File: config.mk
export PLATFORM = sky130hd
export DESIGN_NAME = timed_mem_scanner
export DESIGN_NICKNAME = d
export VERILOG_FILES = /design/src/rtl/timed_mem_scanner_pkg.sv /design/src/rtl/timed_mem_scanner_timer.sv /design/src/rtl/timed_mem_scanner.sv
export SDC_FILE = /design/constraint.sdc
export NUM_CORES = 1
export LEC_CHECK = 0
export ABC_CLOCK_PERIOD_IN_PS = 2150
export CORE_ASPECT_RATIO = 0.8
export CORE_MARGIN = 4
export CORE_UTILIZATION = 45
export CTS_BUF_LIST = sky130_fd_sc_hd__clkbuf_8
export CTS_CLUSTER_DIAMETER = 100
export DETAILED_ROUTE_END_ITERATION = 10
export GPL_TIMING_DRIVEN = 0
export PLACE_DENSITY = 0.67
export SLEW_MARGIN = 20
export SYNTH_ARGS = -nofsm -noshare
export SYNTH_HDL_FRONTEND = slang
export SYNTH_SLANG_ARGS = --single-unit
File: constraint.sdc
create_clock -name clk -period 2.15 [get_ports clk]
set_input_delay 0.645 -clock clk [delete_from_list [all_inputs] [get_ports clk]]
set_output_delay 0.645 -clock clk [all_outputs]
set_load 0.02 [all_outputs]
File: src/rtl/timed_mem_scanner_pkg.sv
// scan_pkg: shared types and defaults for the timed memory scanner.
//   scan_state_t          FSM state encoding used by the top
//   DEFAULT_INTERVAL_CYC  default scan step length in clk cycles (10 s at 100 MHz)
package scan_pkg;

  typedef enum logic [2:0] {
    IDLE   = 3'd0,
    READ   = 3'd1,
    LATCH  = 3'd2,
    ARM    = 3'd3,
    WAIT   = 3'd4,
    PAUSED = 3'd5
  } scan_state_t;

  localparam int unsigned DEFAULT_INTERVAL_CYC = 32'd1_000_000_000;

endpackage : scan_pkg

File: src/rtl/timed_mem_scanner_timer.sv
// interval_timer: counts clk cycles while not held and pulses 'expired' for one
// cycle when the count reaches INTERVAL_CYC-1.
//   clk      in  system clock
//   rst_n    in  synchronous active-low reset, clears the count
//   restart  in  forces the count to 0 on the next cycle
//   hold     in  freezes the count (and suppresses expired)
//   expired  out one-cycle pulse at count == INTERVAL_CYC-1
module interval_timer
  import scan_pkg::*;
#(
  parameter int unsigned INTERVAL_CYC = DEFAULT_INTERVAL_CYC
) (
  input  logic clk,
  input  logic rst_n,
  input  logic restart,
  input  logic hold,
  output logic expired
);

  localparam int unsigned CNT_W = $clog2(INTERVAL_CYC) + 1;
  localparam logic [CNT_W-1:0] CNT_LAST = CNT_W'(INTERVAL_CYC - 1);
  localparam logic [CNT_W-1:0] CNT_DONE = CNT_W'(INTERVAL_CYC);

  logic [CNT_W-1:0] count_q;

  // The count parks one past the expiry value so expired fires exactly once
  // per restart, even if the timer is left running.
  always_ff @(posedge clk) begin
    if (!rst_n) begin
      count_q <= '0;
    end else if (restart) begin
      count_q <= '0;
    end else if (!hold && (count_q != CNT_DONE)) begin
      count_q <= count_q + CNT_W'(1);
    end
  end

  assign expired = !restart && !hold && (count_q == CNT_LAST);

endmodule : interval_timer

File: src/rtl/timed_mem_scanner.sv
// timed_mem_scanner: arms an interval timer, waits for expiry, reads the next
// memory word and presents it to the display path, then re-arms. Supports
// run, pause (toggle) and single-step while paused.
//   clk, rst_n       clock, synchronous active-low reset
//   start            pulse: (re)start the scan at address 0
//   pause            pulse: toggle run/paused
//   step             pulse: while paused, read the next address immediately
//   mem_rd_en        one-cycle read strobe, mem_addr valid with it
//   mem_rd_data      read data, valid the cycle after mem_rd_en
//   disp_data/addr   last word read and its address, held between updates
//   disp_valid       one-cycle pulse when disp_data/disp_addr update
//   busy, paused     status flags
module timed_mem_scanner
  import scan_pkg::*;
#(
  parameter int unsigned INTERVAL_CYC = DEFAULT_INTERVAL_CYC,
  parameter int unsigned ADDR_W       = 4,
  parameter int unsigned DATA_W       = 8,
  parameter int unsigned LAST_ADDR    = 2**ADDR_W - 1
) (
  input  logic              clk,
  input  logic              rst_n,
  input  logic              start,
  input  logic              pause,
  input  logic              step,
  output logic              mem_rd_en,
  output logic [ADDR_W-1:0] mem_addr,
  input  logic [DATA_W-1:0] mem_rd_data,
  output logic [DATA_W-1:0] disp_data,
  output logic [ADDR_W-1:0] disp_addr,
  output logic              disp_valid,
  output logic              busy,
  output logic              paused
);

  localparam logic [ADDR_W-1:0] ADDR_LAST = ADDR_W'(LAST_ADDR);

  scan_state_t       state_q;
  logic [ADDR_W-1:0] addr_q;
  logic [ADDR_W-1:0] addr_d;
  logic              pend_q;     // pause seen during READ/LATCH
  logic              step_q;     // current read was a single step from PAUSED
  logic              mem_rd_en_q;
  logic [ADDR_W-1:0] mem_addr_q;
  logic [DATA_W-1:0] disp_data_q;
  logic [ADDR_W-1:0] disp_addr_q;
  logic              disp_valid_q;
  logic              busy_q;
  logic              paused_q;
  logic              timer_restart;
  logic              timer_hold;
  logic              timer_expired;

  assign addr_d = (addr_q == ADDR_LAST) ? '0 : addr_q + ADDR_W'(1);

  // The timer only runs in WAIT; leaving WAIT for PAUSED therefore freezes it.
  assign timer_restart = (state_q == ARM);
  assign timer_hold    = (state_q != WAIT);

  interval_timer #(
    .INTERVAL_CYC(INTERVAL_CYC)
  ) u_timer (
    .clk    (clk),
    .rst_n  (rst_n),
    .restart(timer_restart),
    .hold   (timer_hold),
    .expired(timer_expired)
  );

  always_ff @(posedge clk) begin
    if (!rst_n) begin
      state_q      <= IDLE;
      addr_q       <= '0;
      pend_q       <= 1'b0;
      step_q       <= 1'b0;
      mem_rd_en_q  <= 1'b0;
      mem_addr_q   <= '0;
      disp_data_q  <= '0;
      disp_addr_q  <= '0;
      disp_valid_q <= 1'b0;
      busy_q       <= 1'b0;
      paused_q     <= 1'b0;
    end else begin
      mem_rd_en_q  <= 1'b0;
      disp_valid_q <= 1'b0;
      if (start) begin
        state_q     <= READ;
        addr_q      <= '0;
        mem_addr_q  <= '0;
        mem_rd_en_q <= 1'b1;
        pend_q      <= 1'b0;
        step_q      <= 1'b0;
        busy_q      <= 1'b1;
        paused_q    <= 1'b0;
      end else begin
        case (state_q)
          IDLE: ;
          READ: begin
            state_q <= LATCH;
            if (pause) pend_q <= ~pend_q;
          end
          LATCH: begin
            disp_data_q  <= mem_rd_data;
            disp_addr_q  <= addr_q;
            disp_valid_q <= 1'b1;
            pend_q       <= 1'b0;
            step_q       <= 1'b0;
            // A step read returns to PAUSED; a pending pause toggles that
            // destination, so pause during a step read resumes the run.
            if (step_q ^ pend_q ^ pause) begin
              state_q  <= PAUSED;
              paused_q <= 1'b1;
            end else begin
              state_q  <= ARM;
              paused_q <= 1'b0;
            end
          end
          ARM: begin
            if (pause) begin
              state_q  <= PAUSED;
              paused_q <= 1'b1;
            end else begin
              state_q <= WAIT;
            end
          end
          WAIT: begin
            if (pause) begin
              state_q  <= PAUSED;
              paused_q <= 1'b1;
            end else if (timer_expired) begin
              state_q     <= READ;
              addr_q      <= addr_d;
              mem_addr_q  <= addr_d;
              mem_rd_en_q <= 1'b1;
            end
          end
          PAUSED: begin
            if (pause) begin
              state_q  <= ARM;
              paused_q <= 1'b0;
            end else if (step) begin
              state_q     <= READ;
              addr_q      <= addr_d;
              mem_addr_q  <= addr_d;
              mem_rd_en_q <= 1'b1;
              step_q      <= 1'b1;
            end
          end
          default: state_q <= IDLE;
        endcase
      end
    end
  end

  assign mem_rd_en  = mem_rd_en_q;
  assign mem_addr   = mem_addr_q;
  assign disp_data  = disp_data_q;
  assign disp_addr  = disp_addr_q;
  assign disp_valid = disp_valid_q;
  assign busy       = busy_q;
  assign paused     = paused_q;

endmodule : timed_mem_scanner

* After elaboration in Yosys (flattened, before gate mapping) *
Index checks and enable logic that the tools add are counted.

word-level totals
  register bits after elaboration = 56
  input port bits = 13
  output and inout bits = 20
  logic and storage cells = 91

cells by class
  add/sub/neg operators = 2
  eq/ne operators = 21
  multiplexer cells = 30
  bitwise operators = 6
  reduce and logical (&&, ||, !) cells = 20

operators with widths
  kind                     number
  $add A31 B1 Y31 const B  1
  $eq A31 B30 Y1 const B   1
  $ne A31 B30 Y1 const B   1
  $mux W4                  5
  $pmux W3 S6              1
  $mux W3                  5
  $mux W1                  14
  $ne A2 B2 Y1 const B     7
  $reduce_and A3 Y1        4
  $ne A3 B3 Y1 const B     3
  $ne A4 B4 Y1 const B     2
  $pmux W4 S2              1
  $eq A3 B2 Y1 const B     2
  $eq A3 B3 Y1 const B     2
  $pmux W1 S2              3
  $reduce_bool A2 Y1       3
  $reduce_or A2 Y1         3
  $reduce_and A5 Y1        1
  $add A4 B1 Y4 const B    1
  $eq A4 B4 Y1 const B     1
  $not A1 Y1               4
  $reduce_and A2 Y1        2
  $eq A3 B1 Y1 const B     1
  $logic_and A1 B1 Y1      3
  6 further kinds          8

* Depth between registers and ports, before layout *
Gate-level depths: netlist of run 1.

  depth in word-level cells = 8
  mapped depth = 6
  mapped depth without buffers = 6

* Cells and area by module *
A second synthesis of run 1 with hierarchy kept.

second synthesis, totals
  cell total of the unflattened synthesis = 321
  area total of the unflattened synthesis = 2712.6 µm²

by module, submodules not included
  module             times used  cells each  area each (µm²)  seq. area each (µm²)
  interval_timer     1           188         1556.5           620.6
  timed_mem_scanner  1           133         1156.1           500.5

* Worst setup path after synthesis of run 1 *
Ideal clock, no wire load.

  kind = reg-to-reg
  from = register u_timer.count_q[12]
  to = register mem_addr_q[3], in the netlist mem_addr[3]
  library setup time = 86 ps
  arrival time = 2248 ps
  data required time = 2064 ps
  slack = -185 ps
  stages on the path, launching flop included = 6
  buffers on the path = 0
  period minus slack after synthesis = 2335 ps
  path through = dfxtp_1 > or4b_1 > or4_4 > or4_4 > a21o_1 > a221oi_2

between the ends
  word-level cells in the longest chain between the ends = 4

RTL lines
  element                             line                           text
  start: declaration                  timed_mem_scanner_timer.sv:24  logic [CNT_W-1:0] count_q;
  start signal: assignment            timed_mem_scanner_timer.sv:34  count_q <= count_q + CNT_W'(1);
  $eq A31 B30 Y1                      timed_mem_scanner_timer.sv:38  assign expired = !restart && !hold && (count_q == CNT_LAST);
  $logic_and A1 B1 Y1                 timed_mem_scanner_timer.sv:38
  $ne A2 B2 Y1 (no source line)       -
  $reduce_and A5 Y1 (no source line)  -
  end signal: assignment              timed_mem_scanner.sv:133       mem_addr_q <= addr_d;
  end signal: assignment              timed_mem_scanner.sv:144       mem_addr_q <= addr_d;
  end: declaration                    timed_mem_scanner.sv:44        logic [ADDR_W-1:0] mem_addr_q;

No other way between the ends.
A chain may end at the register's enable or synchronous reset.

* Final worst setup path of run 1 *
Same ends and word-level chain as after synthesis.

==> results_dict.tcl, run 1 <==
set metrics [dict create \
    crit_fanout 6 \
    first_pass_iters 4 \
    synth_edf_count 0 \
    tritoncts "yes" \
    max_stage_delay_ps 520 \
    outcome "complete, but fails checks" \
    ir_drop_mv 0.353 \
    ys_seq_elements 56 \
    start_kind "flop" \
    crit_path_end_kind "flop" \
    fillers 547 \
    holdPathStages 2 \
    cts_inserted_buffers 5 \
    port_buffers 32 \
    place_ws_ps -474 \
    dr_total_vias 2534 \
    path_delay_family "simple AND/OR/NAND/NOR gates" \
    dp_hpwl_um 4730 \
    cts.reportedPaths.clkPinSlew_ps 90 \
    grt_usage_pct 18.9 \
    core-area_um2 5910 \
    hold_viol 0 \
    cp.depth 5 \
    p_per_area_nw_per_um2 510 \
    htree_levels 2 \
    netlist_area_um2 2730 \
    post-route-min-period_ps 2300 \
    synth_nets 349 \
    crit_chain "or4b_4 -> or4_4 -> or4_4 -> a21o_1 -> a221oi_2" \
    reg2reg_depth 5 \
    grt_start_max_net_pins 16 \
    drc_errors 0 \
    finalMaxSlewViolations 0 \
    clock_path_buffers 2 \
    yosysSeqAreaShare_pct 41.1 \
    viasPerCell 5.52 \
    slew_headroom_pct 64.1 \
    yosysUniqueCellTypes 45 \
    wl_per_cell_um 14.4 \
    nNetsFinal 393 \
    cp.arrival_ps 2520 \
    synth_top_area_share_pct 41.1 \
    ant_nets 0 \
    area_growth_pct 24.1 \
    cp_slowest_cell "or4b_4" \
    failed_checks "negative setup slack" \
    synth_most_common_cell "dfxtp_1" \
    hold-worst-slack_ps 469 \
    yosys-top-cells-count "dfxtp_1, nand2_1, nor2_1, a21oi_1, xnor2_1" \
    place.gp.congestion 0.827 \
    rsz0062_at_grt "true" \
    row_count 25 \
    synthArstFlopShare_pct 0 \
    start_util_pct 46.2 \
    drt_iter0_drc 110 \
    synth_top_area_cell "dfxtp_1" \
    dieArea_um2 7380 \
    maxCapViolations 0 \
    drive_gt1_share_pct 12.7 \
    path_class "reg -> reg" \
    ioPinCount 33 \
    hold_buffers 0 \
    worst_slack_ps -146 \
    crit_top_cell "or4_4" \
    hp-class "reg -> reg" \
    setup_viol 5 \
    antenna_cells 0 \
    grt-ovfl-total 0 \
    finClkSkew_ps 8.10 \
    cts_root_buffer "clkbuf_8" \
    die_x_um 95.1 \
    worstSkewPairLatency_ps 300 \
    clock_sinks 56 \
    min_period_over_period_pct 107 \
    grt_pass1_vias 2244 \
    antenna_found_initial 0 \
    grt_pass1_wl_um 11200 \
    synth_top_flop_cell "dfxtp_1" \
    synthTopCellsByArea "dfxtp_1, nand2_1, xnor2_1, a21oi_1, nor2_1" \
    synthCells 333 \
    synth_area_per_cell_um2 8.20 \
    wirelength_um 6590 \
    ys_warn_count 0 \
    crit_buf_inv 0 \
    die_y_um 77.7 \
    tightest_slew_ps 539 \
    crit_required_ps 2380 \
    timing.fmax_mhz 436 \
    leakage_nw 1.08 \
]
==> state kept, by name (all words and copies together), names as in the netlist <==
name / count
state_q: 3
disp_data: 8
paused: 1
disp_valid: 1
mem_addr: 4
step_q: 1
u_timer.count_q: 31
mem_rd_en: 1
disp_addr: 4
pend_q: 1
busy: 1
==> power by group <==
part | switching [mW] | internal (mW) | total [mW] | leakage (nW)
logic | 0.0542 | 0.0453 | 0.0995 | 0.571
clock network | 0.326 | 0.254 | 0.580 | 0.0538
registers | 0.00692 | 1.04 | 1.05 | 0.458
total | 0.387 | 1.34 | 1.73 | 1.08
==> metrics by stage <==
stage                     std cells  setup TNS (ps)  cell area, um^2  power, mW  utilization [%]
final                           459            -367             3390       1.73             57.3
after global routing            459            -760             3390       1.81             57.3
after CTS                       458            -477             3310       1.75             55.9
after detailed placement        446           -4190             3150       1.17             53.3
after global placement          446           -3920             3150       1.17             53.3
after floorplan                 333            -106             2730       1.12                -
==> path summary, 6_finish.rpt <==
kind | from | to | slack (ps)
worst max-delay path | u_timer.count_q[12] | mem_addr[3] | -150
worst min-delay path | disp_data[4] | disp_data[4] | 470
worst max register to register | u_timer.count_q[12] | mem_addr[3] | -150
worst min register to register | disp_data[4] | disp_data[4] | 470
==> area by class of cell <==
type,instances,area (um^2),area share (%)
multi-input cells,253,1600,47.2
flip-flops and latches,56,1140,33.7
repair buffers,38,369,10.9
inverters,13,48.8,1.44
clock buffers,6,82.6,2.44
well taps,81,101,2.99
plain buffers,10,37.5,1.11
clock inverters,2,7.51,0.222
==> kinds of logic after synthesis <==
group / count (synthesis) / share of synthesized area, %
XOR/XNOR: 21 / 6.74
adder cells (fa/ha/maj): 3 / 1.38
multiplexers: 1 / 0.412
flip-flops: 56 / 41.1
buffers and inverters: 24 / 3.30
AO/OA/AOI/OAI: 64 / 14.7
AND/OR/NAND/NOR: 164 / 32.4
==> metal layers <==
layer	GRT usage [%]	share of wire (%)	up-vias
met4	4.03	0.94	0
li1	-	-	1288
met3	4.55	3.9	6
met2	26.6	43	42
met5	0	0	-
met1	29.0	52	1198
==> repair_timing <==
action	in CTS	in global routing
hold endpoints to repair	0	0
resized for setup	14	20
pin swaps	3	6
buffers inserted	4	2
endpoints found under the setup margin	10	21
==> worst reg2reg max path, cell delays in order (launching register included) <==
cell and delay, ps:
dfxtp_4 370, or4b_4 520, or4_4 470, or4_4 440
a21o_1 180, a221oi_2 250
==> layout by cell type (no fill, tap or decap), types with 7 or more instances in the layout <==
cell,count
or3_1,9
dfxtp_1,46
nand3_1,12
xnor2_1,15
nor4_1,7
a21boi_0,12
clkbuf_1,10
dfxtp_2,7
nand4_1,12
nor2_1,28
a21oi_1,20
nor3_1,12
inv_1,15
o21ai_0,14
nand2_1,39
clkdlybuf4s50_1,29
(Power assumes the default switching activity.)
==> run 2: changes to the inputs <==
--- a/config.mk
+++ b/config.mk
@@ -11,10 +11,10 @@
 export CORE_UTILIZATION = 45
 export CTS_BUF_LIST = sky130_fd_sc_hd__clkbuf_8
 export CTS_CLUSTER_DIAMETER = 100
+export CTS_CLUSTER_SIZE = 14
 export DETAILED_ROUTE_END_ITERATION = 10
 export GPL_TIMING_DRIVEN = 0
 export PLACE_DENSITY = 0.67
-export SLEW_MARGIN = 20
 export SYNTH_ARGS = -nofsm -noshare
 export SYNTH_HDL_FRONTEND = slang
 export SYNTH_SLANG_ARGS = --single-unit
==> results of run 2 <==
The final DEF is identical to that of run 1; final timing and power are the same.
==> run 3: changes to the inputs <==
--- a/config.mk
+++ b/config.mk
@@ -8,13 +8,14 @@
 export ABC_CLOCK_PERIOD_IN_PS = 2150
 export CORE_ASPECT_RATIO = 0.8
 export CORE_MARGIN = 4
-export CORE_UTILIZATION = 45
+export CORE_UTILIZATION = 48
 export CTS_BUF_LIST = sky130_fd_sc_hd__clkbuf_8
 export CTS_CLUSTER_DIAMETER = 100
 export CTS_CLUSTER_SIZE = 14
 export DETAILED_ROUTE_END_ITERATION = 10
 export GPL_TIMING_DRIVEN = 0
-export PLACE_DENSITY = 0.67
+export PLACE_DENSITY = 0.71
 export SYNTH_ARGS = -nofsm -noshare
 export SYNTH_HDL_FRONTEND = slang
 export SYNTH_SLANG_ARGS = --single-unit
+export TNS_END_PERCENT = 30
==> results_dict.tcl, run 3 (synthesis results as in run 1) <==
set metrics [dict create \
    max_stage_delay_ps 530 \
    final_cell_mix "dfxtp_1, nand2_1, clkdlybuf4s50_1" \
    outcome "complete, but fails checks" \
    place_ws_ps -490 \
    post-route-min-period_ps 2300 \
    crit_top_cell "or4_4" \
    hold_start "disp_data[7]" \
    cts.reportedPaths.clkPinSlew_ps 100 \
    wl_per_cell_um 14.0 \
    dp_hpwl_um 4670 \
    grt_use_met2_pct 29.3 \
    nNetsFinal 393 \
    top_register "u_timer.count_q" \
    place.gp.congestion 0.848 \
    drive_gt1_share_pct 12.4 \
    tritoncts "yes" \
    area_growth_pct 23.7 \
    seqPwrFrac_pct 56.0 \
    reg2reg_depth 5 \
    ioPinCount 33 \
    min_period_over_period_pct 107 \
    final_cells 456 \
    grt.busiest_layer "met2" \
    grt_usage_pct 19.4 \
    leakage_nw 1.05 \
    first_pass_iters 5 \
    start_kind "flop" \
    crit_path_end_kind "flop" \
    r2r_setup_slack_ps -150 \
    start_util_pct 49.7 \
    reg2reg_from "u_timer.count_q[13]" \
    port_buffers 32 \
    crit_buf_inv 0 \
    setup_tns_ps -417 \
    dr_total_vias 2561 \
    clock_path_buffers 2 \
    hold_end "disp_data[7]" \
    p_int_mw 1.47 \
    drc_errors 0 \
    finalMaxSlewViolations 0 \
    swShare_pct 21.6 \
    setup_viol 7 \
    dieArea_um2 6970 \
    htree_levels 2 \
    final_common_cell "dfxtp_1" \
    cp_slowest_cell "or4b_4" \
    die_x_um 92.3 \
    ir_drop_mv 0.391 \
    timing.fmax_mhz 434 \
    clock_sinks 56 \
    grt_pass1_wl_um 10900 \
    p_sw_uw 405 \
    holdPathStages 2 \
    hold_viol 0 \
    path_class "reg -> reg" \
    row_count 24 \
    cts_inserted_buffers 5 \
    worst_slack_ps -153 \
    hold-worst-slack_ps 467 \
    combPwrFrac_pct 5.3 \
    grt-ovfl-total 0 \
    antenna_found_initial 0 \
    r2r-end "mem_addr[3]" \
    viasPerCell 5.62 \
    die_y_um 75.5 \
    path_delay_family "simple AND/OR/NAND/NOR gates" \
    slew_headroom_pct 66.4 \
    largest_reg_flops 31 \
    grt_pass1_vias 2247 \
    drt_iter0_drc 146 \
    use_met3_pct 4.05 \
    antenna_cells 0 \
    p_clk_share_pct 38.8 \
    wirelength_um 6380 \
    ant_nets 0 \
    maxCapViolations 0 \
    finClkSkew_ps 4.97 \
    crit_required_ps 2380 \
    worstSkewPairLatency_ps 310 \
    met1_usage_pct 28.4 \
    rsz0062_at_grt "true" \
    p_per_area_nw_per_um2 554 \
    core-area_um2 5500 \
    place_inst 443 \
    crit_chain "or4b_4 -> or4_4 -> or4_4 -> a21o_1 -> a221oi_2" \
    cp.arrival_ps 2540 \
    hp-class "reg -> reg" \
    cts_root_buffer "clkbuf_8" \
    failed_checks "negative setup slack" \
    crit_fanout 4 \
    grt_start_max_net_pins 18 \
    tightest_slew_ps 505 \
]
-- run 3: how the worst max path moves through the flow --
stage                        startpoint     endpoint  slack (ps)  cells past startpoint
floorplan           u_timer.count_q[13]  mem_addr[3]         -60                      5
global placement                  pause  mem_addr[3]        -480                      5
detailed placement                pause  mem_addr[3]        -490                      5
CTS                 u_timer.count_q[13]  mem_addr[3]        -140                      5
global route        u_timer.count_q[13]  mem_addr[3]        -210                      5
finish              u_timer.count_q[13]  mem_addr[3]        -150                      5
-- run 3: final cells by class --
class                   instances  area, um^2
plain buffers                  11        46.3
clock buffers                   6        82.6
clock inverters                 2        38.8
fillers                       504        2120
inverters                      13        48.8
multi-input cells             253        1560
flip-flops and latches         56        1140
well taps                      78        97.6
repair buffers                 37         359
-- run 3: timing repair --
item / 4_1_cts / 5_1_grt
buffers inserted: 2 / 3
cloned: 0 / 0
hold buffers: 0 / 0
pin swaps: 4 / 3
setup endpoints to repair: 10 / 25
gates resized for setup: 16 / 14
-- run 3: power by group through the flow --
stage          combinational, mW  clock [mW]  sequential, mW
2_1_floorplan             0.0439           0            1.08
3_3_place_gp              0.0984           0            1.07
3_5_place_dp              0.0992           0            1.07
4_1_cts                   0.0990       0.747            1.05
5_1_grt                    0.109       0.786            1.05
6_report                  0.0985       0.726            1.05
-- run 3: tightest hold or removal path, delay by kind of cell (launching register included) --
kind / cells / cell delay, ps
AND/OR/NAND/NOR: 1 / 40
flip-flops: 1 / 320
AO/OA/AOI/OAI: 1 / 60
-- run 3: layer usage --
metal	wire [um]	vias to the layer above
li1	-	1290
met1	3240	1183
met2	2780	80
met3	321	8
met4	37	0
met5	0	-
-- run 3: per-stage QoR --
step	cell area (um^2)	utilization [%]	total power, mW
detailed placement	3150	57.3	1.17
CTS	3310	60.3	1.90
finish	3380	61.5	1.87
global placement	3150	57.3	1.17
global route	3380	61.5	1.94
floorplan	2730	-	1.12
